`config.mk`:
```
export PLATFORM = sky130hd
export DESIGN_NAME = sha256_digest_reader
export DESIGN_NICKNAME = d
export VERILOG_FILES = /design/src/rtl/sha256_pkg.sv /design/src/rtl/sha256_digest_reader.sv
export SDC_FILE = /design/constraint.sdc
export NUM_CORES = 1
export LEC_CHECK = 0
export CAP_MARGIN = 20
export CORE_MARGIN = 3
export CORE_UTILIZATION = 35
export CTS_CLUSTER_DIAMETER = 120
export DETAILED_ROUTE_END_ITERATION = 8
export GPL_ROUTABILITY_DRIVEN = 1
export GPL_TIMING_DRIVEN = 0
export PLACE_DENSITY_LB_ADDON = 0.05
export SLEW_MARGIN = 5
export SYNTH_ARGS = -nofsm -noshare
export SYNTH_HDL_FRONTEND = slang
export SYNTH_SLANG_ARGS = --single-unit
```
`constraint.sdc`:
```
create_clock -name CLK -period 1.8 [get_ports CLK]
set_input_delay 0.36 -clock CLK [delete_from_list [all_inputs] [get_ports CLK]]
set_output_delay 0.36 -clock CLK [all_outputs]
set_load 0.05 [all_outputs]
```
`src/rtl/sha256_pkg.sv`:
```
// Shared SHA-256 definitions used by the core and its digest unload path.
package sha256_pkg;

  localparam int WORD_W   = 32;
  localparam int N_WORDS  = 8;
  localparam int DIGEST_W = WORD_W * N_WORDS;

  // Unload FSM: waiting for a capture strobe, or draining captured words.
  typedef enum logic {
    IDLE = 1'b0,
    SEND = 1'b1
  } state_t;

  // Initial hash state H0..H7, H0 in the most significant word.
  localparam logic [DIGEST_W-1:0] H_INIT =
    256'h6a09e667_bb67ae85_3c6ef372_a54ff53a_510e527f_9b05688c_1f83d9ab_5be0cd19;

endpackage

```
`src/rtl/sha256_digest_reader.sv`:
```
// Captures the final SHA-256 hash state in one cycle and streams it out as
// N_WORDS words (H0 first) over a valid/ready handshake. The core is free to
// start its next message as soon as the capture edge has passed.
module sha256_digest_reader
  import sha256_pkg::state_t, sha256_pkg::IDLE, sha256_pkg::SEND;
#(
  parameter int WORD_W    = sha256_pkg::WORD_W,
  parameter int N_WORDS   = sha256_pkg::N_WORDS,
  localparam int DIGEST_W = WORD_W * N_WORDS
) (
  input  logic                CLK,
  input  logic                RST,
  input  logic                load,
  input  logic [DIGEST_W-1:0] digest_i,
  input  logic                out_ready,
  output logic                out_valid,
  output logic [WORD_W-1:0]   out_data,
  output logic                out_last,
  output logic                busy,
  output logic                done
);

  localparam int IDX_W = (N_WORDS > 1) ? $clog2(N_WORDS) : 1;
  localparam logic [IDX_W-1:0] LAST_IDX = IDX_W'(N_WORDS - 1);

  state_t state;
  state_t state_next;

  // Word 0 (H0) lives in the top slice, so buffer[N_WORDS-1] is H0.
  logic [N_WORDS-1:0][WORD_W-1:0] buffer;
  logic [IDX_W-1:0]               idx;
  logic [IDX_W-1:0]               word_sel;
  logic                           xfer;
  logic                           last_xfer;

  assign xfer      = (state == SEND) && out_ready;
  assign last_xfer = xfer && (idx == LAST_IDX);
  assign word_sel  = LAST_IDX - idx;

  // State register.
  always_ff @(posedge CLK or negedge RST) begin
    if (!RST) begin
      state <= IDLE;
    end else begin
      state <= state_next;
    end
  end

  // Next state: capture only from IDLE, so a load during SEND (including the final transfer edge) is dropped.
  always_comb begin
    state_next = state;
    case (state)
      IDLE: if (load)      state_next = SEND;
      SEND: if (last_xfer) state_next = IDLE;
      default:             state_next = IDLE;
    endcase
  end

  // Capture buffer, word index and the one-cycle completion pulse.
  always_ff @(posedge CLK or negedge RST) begin
    if (!RST) begin
      buffer <= '0;
      idx    <= '0;
      done   <= 1'b0;
    end else begin
      done <= last_xfer;
      if ((state == IDLE) && load) begin
        buffer <= digest_i;
        idx    <= '0;
      end else if (last_xfer) begin
        idx <= '0;
      end else if (xfer) begin
        idx <= idx + 1'b1;
      end
    end
  end

  // Outputs are decoded from the state alone so valid never depends on ready.
  always_comb begin
    out_valid = 1'b0;
    busy      = 1'b0;
    out_last  = 1'b0;
    out_data  = '0;
    if (state == SEND) begin
      out_valid = 1'b1;
      busy      = 1'b1;
      out_last  = (idx == LAST_IDX);
      out_data  = buffer[word_sel];
    end
  end

endmodule

```
=== After elaboration in Yosys (flattened, before gate mapping) ===
Cells that the tools add are included.
W data, S select, Z words.

* Muxes and demuxes: 11
* Equal/unequal tests: 1
* Reductions and logical operators: 4
* Bitwise gates (word level): 1
* Add/subtract/negate cells: 2
* $lt $le $gt $ge: 1

{| class="wikitable"
|+ Operators by type and width
! operator !! number
|-
| $bmux W32 S3 || 1
|-
| $mux W32 || 2
|-
| $mux W3 || 3
|-
| $lt A3 B4 Y1 const B || 1
|-
| $mux W1 || 4
|-
| $add A3 B1 Y3 const B || 1
|-
| $eq A3 B3 Y1 const B || 1
|-
| $logic_and A1 B1 Y1 || 3
|-
| $reduce_bool A3 Y1 || 1
|-
| $sub A3 B3 Y3 const A || 1
|-
| $pmux W1 S2 || 1
|-
| $not A1 Y1 || 1
|}

* Register bits after elaboration: 261
* Word-level logic and storage cells: 31
* Input port bits: 260

=== Longest topological paths before layout ===
* Word-level depth: 4
* Mapped depth: 5
* Gate-level depth less buffers: 4

=== Least setup slack after synthesis ===
No wires, ideal clock.

* Path kind: register to output
* From: register state
* To: output out_data[0]
* Cell stages (with the launch flop): 4
* Path buffers: 1
* Setup slack: -747 ps
* Data arrival time: 2187 ps
* Cells stage by stage: dfrtp_1 > buf_2 > o21ai_0 > a221oi_1

* Longest elaborated chain between the ends: 1

{| class="wikitable"
|+ Ends and longest elaborated chain
! element !! line !! RTL
|-
| from (decl) || sha256_digest_reader.sv:26 || <nowiki>state_t state;</nowiki>
|-
| from (signal assigned) || sha256_digest_reader.sv:45 || <nowiki>state <= state_next;</nowiki>
|-
| $mux W32 || sha256_digest_reader.sv:84 || <nowiki>if (state == SEND) begin</nowiki>
|-
| to (decl) || sha256_digest_reader.sv:17 || <nowiki>output logic [WORD_W-1:0] out_data,</nowiki>
|}

No other way between the ends.

=== Final worst setup path ===
* From: register idx[1]
* To: output out_data[19]

* Longest elaborated chain between the ends: 4

{| class="wikitable"
|+ Ends and longest elaborated chain
! element !! line !! RTL
|-
| from (decl) || sha256_digest_reader.sv:31 || <nowiki>logic [IDX_W-1:0] idx;</nowiki>
|-
| from (signal assigned) || sha256_digest_reader.sv:73 || <nowiki>idx <= idx + 1'b1;</nowiki>
|-
| $sub A3 B3 Y3 || sha256_digest_reader.sv:38 || <nowiki>assign word_sel = LAST_IDX - idx;</nowiki>
|-
| $bmux W32 S3 || sha256_digest_reader.sv:88 || <nowiki>out_data = buffer[word_sel];</nowiki>
|-
| $mux W32 (implied by the code) || sha256_digest_reader.sv:88 ||
|-
| $mux W32 || sha256_digest_reader.sv:84 ||
|}

No other way between the ends. The select of a mux whose other input is x is not followed.

==> impl_metrics.ini <==
[outcome]
status = complete, but fails checks
failed_checks = negative setup slack

[yosys]
ys_top_cells_by_area = dfrtp_1 53%, mux2_2 22%, mux4_2 5.2%
netlist_area_sq_mm = 0.0122
yosysTopAreaCell = dfrtp_1
yosysSeqAreaShare_pct = 53.5
synth_cells = 783
ys_types = 25
synth.avg_cell_area_sq_um = 15.6
syn-num-nets = 1045
synth_top_area_share_pct = 53.5
synth_seq_cells = 261
yosysWarnings = 0

[placed_design]
portBuffers = 295
placed_cells = 1528
hpwl_um = 26000
dpl_cell_area_sq_mm = 0.0162
place_congestion = 0.727

[drt]
drt-total-wl_um = 37000
vias = 7842
drc_errors = 0
routedWlPerCell_um = 23.1
drt_iter0_markers = 231
avgViaCountPerCell = 4.90
ant_nets = 0
drtPass1Iterations = 4

[worst_setup_path]
start_kind = flip-flop
arrival_ns = 2.18
crit_type = reg2out
worst-endpoint-required_ns = 1.44
end_kind = primary output
crit_fanout = 5

[global_routing]
grt-ovfl-total = 0
busiest_layer = met2
antenna_found_initial = 4
track_usage_pct = 19.7
grt_max_degree = 109
met3_usage_pct = 5.45
grtUsageMet1_pct = 25.9
grt_pass1_wl_um = 54700
met2_usage_pct = 33.0
first_global_vias = 8657

[clocking]
cts_sinks = 261
cts_buffers = 31
cts_tree = done
clk_pin_slew_worst_paths_ns = 0.06
h-tree-depth = 1
clock_latency_ns = 0.56
clockBufferDepth = 3
cts-root-buf = clkbuf_16

[floorplan]
die-height_um = 193
dieWidth_um = 193
initial_core_util_pct = 36.0
fp-row-count = 67
core_sq_mm = 0.0340
pin_count = 296
die_area_sq_mm = 0.0372

[layout]
area_delta_synth_final_pct = 44.9
drive_gt1_share_pct = 44.1
fin_nets = 1389
utilization_pct = 52.1
design_area_sq_mm = 0.0177
instances_no_fill = 1600

[sta]
grt_setup_unrepaired = yes
fmax_mhz = 394
setup_viol = 33
skew_ns = 0.0151
worstMarginPinSlew_ns = 0.647
holdWs_ns = 0.332
fin_crit_sh_pct = 141
tns_ns = -22.98
slew_viol_final = 0
relSlewSlack_pct = 56.9
setup_ws_ns = -0.737
fin_crit_ns = 2.54
finalHoldViolCount = 0

[power]
worst_ir_drop_vdd_v = 0.000979
powerDensity_mw_per_mm2 = 1870
leakage_nw = 7.40

[job]
drv_cap = 0

[min_path]
hold_path.class = in2async
-- power breakdown --
group | switching, mW | internal, mW
clock | 2.46 | 3.78
sequential | 1.38 | 8.73
combinational | 8.21 | 8.48
-- path summary, 6_finish.rpt --
kind                       depth (start not counted)               startpoint                 endpoint  slack [ns]
max                                                6       idx[1]$_DFFE_PN0P_             out_data[19]       -0.74
min                                                2                      RST  buffer[122]$_DFFE_PN0P_        0.33
max reg2reg                                        5          state$_DFF_PN0_  buffer[250]$_DFFE_PN0P_        0.17
min reg2reg                                        1  buffer[164]$_DFFE_PN0P_  buffer[164]$_DFFE_PN0P_        0.48
max in group asynchronous                          3                      RST  buffer[142]$_DFFE_PN0P_        0.56
min in group CLK                                   2            digest_i[164]  buffer[164]$_DFFE_PN0P_        0.40
-- final cells by class --
type                       count  area, sq um
sequential                   261         6530
fill                        2914        16300
buffer                        59          714
tap                          448          561
clock buffer                  51          971
clock inverter                 5         50.0
antenna                        2         5.00
multi-input combinational    431         5460
inverter                      32          120
timing repair buffer         311         3280
-- flip-flops by register name (all words and copies together) (netlist names) --
register	cells
buffer	256
done	1
idx	3
state	1
-- synth_stat cells (all sizes together) --
cell type	number
a221oi	32
a22o	2
and2	1
and3	1
buf	50
clkbuf	9
dfrtp	261
ha	2
inv	32
mux2	289
mux2i	33
mux4	32
nand2	1
nand2b	1
nor2	4
nor2b	1
o21ai	32
-- cells by family after synthesis --
group	Yosys count	share of synthesized area [%]
muxes	354	35.4
DFF	261	53.5
buffers and inverters	91	5.37
AOI/OAI and AO/OA	66	5.18
and+or+nand+nor	9	0.379
adders and majority gates	2	0.205
-- critical path, cell delays in order (launching register included) --
cell       delay (ns)
dfrtp_2          0.45
buf_12           0.16
clkbuf_16        0.16
mux4_2           0.34
inv_2            0.05
a221oi_4         0.26
buf_6            0.20
-- what timing repair did --
action,4_1_cts,5_1_grt
pin swaps,11,16
gates cloned,1,4
hold buffers,1,0
setup buffers,6,2
resized for setup,328,14
setup endpoints to repair,36,33
hold endpoints to repair,48,0
-- per-stage QoR --
stage          worst slack (ns)  total power, mW
2_1_floorplan            -0.128             21.3
3_3_place_gp             -12.85             25.5
3_5_place_dp              -1.28             25.7
4_1_cts                  -0.793             33.0
5_1_grt                  -0.803             34.9
6_report                 -0.737             33.0
-- layout by cell type, fill, tap and decap left out, types with 2 or more instances in the layout --
| cell type | instances |
|---|---|
| a221oi_4 | 32 |
| a22o_1 | 2 |
| buf_12 | 12 |
| buf_16 | 4 |
| buf_2 | 4 |
| buf_4 | 11 |
| buf_6 | 64 |
| buf_8 | 3 |
| clkbuf_1 | 8 |
| clkbuf_16 | 35 |
| clkbuf_4 | 4 |
| clkbuf_8 | 14 |
| clkdlybuf4s15_2 | 2 |
| clkdlybuf4s50_1 | 258 |
| clkinv_2 | 4 |
| dfrtp_1 | 259 |
| dfrtp_2 | 2 |
| diode_2 | 2 |
| inv_2 | 32 |
| mux2_1 | 54 |
| mux2_2 | 235 |
| mux2i_1 | 30 |
| mux2i_2 | 3 |
| mux4_2 | 32 |
| nor2_1 | 3 |
| o21ai_1 | 25 |
| o21ai_2 | 7 |
-- layer usage --
layer	up-vias	share of wire (%)
met1	3996	43
met2	207	48
li1	3586	-
met4	10	1.7
met5	-	0.22
met3	43	7.4
No activity file was read; power rests on OpenSTA's default activity.
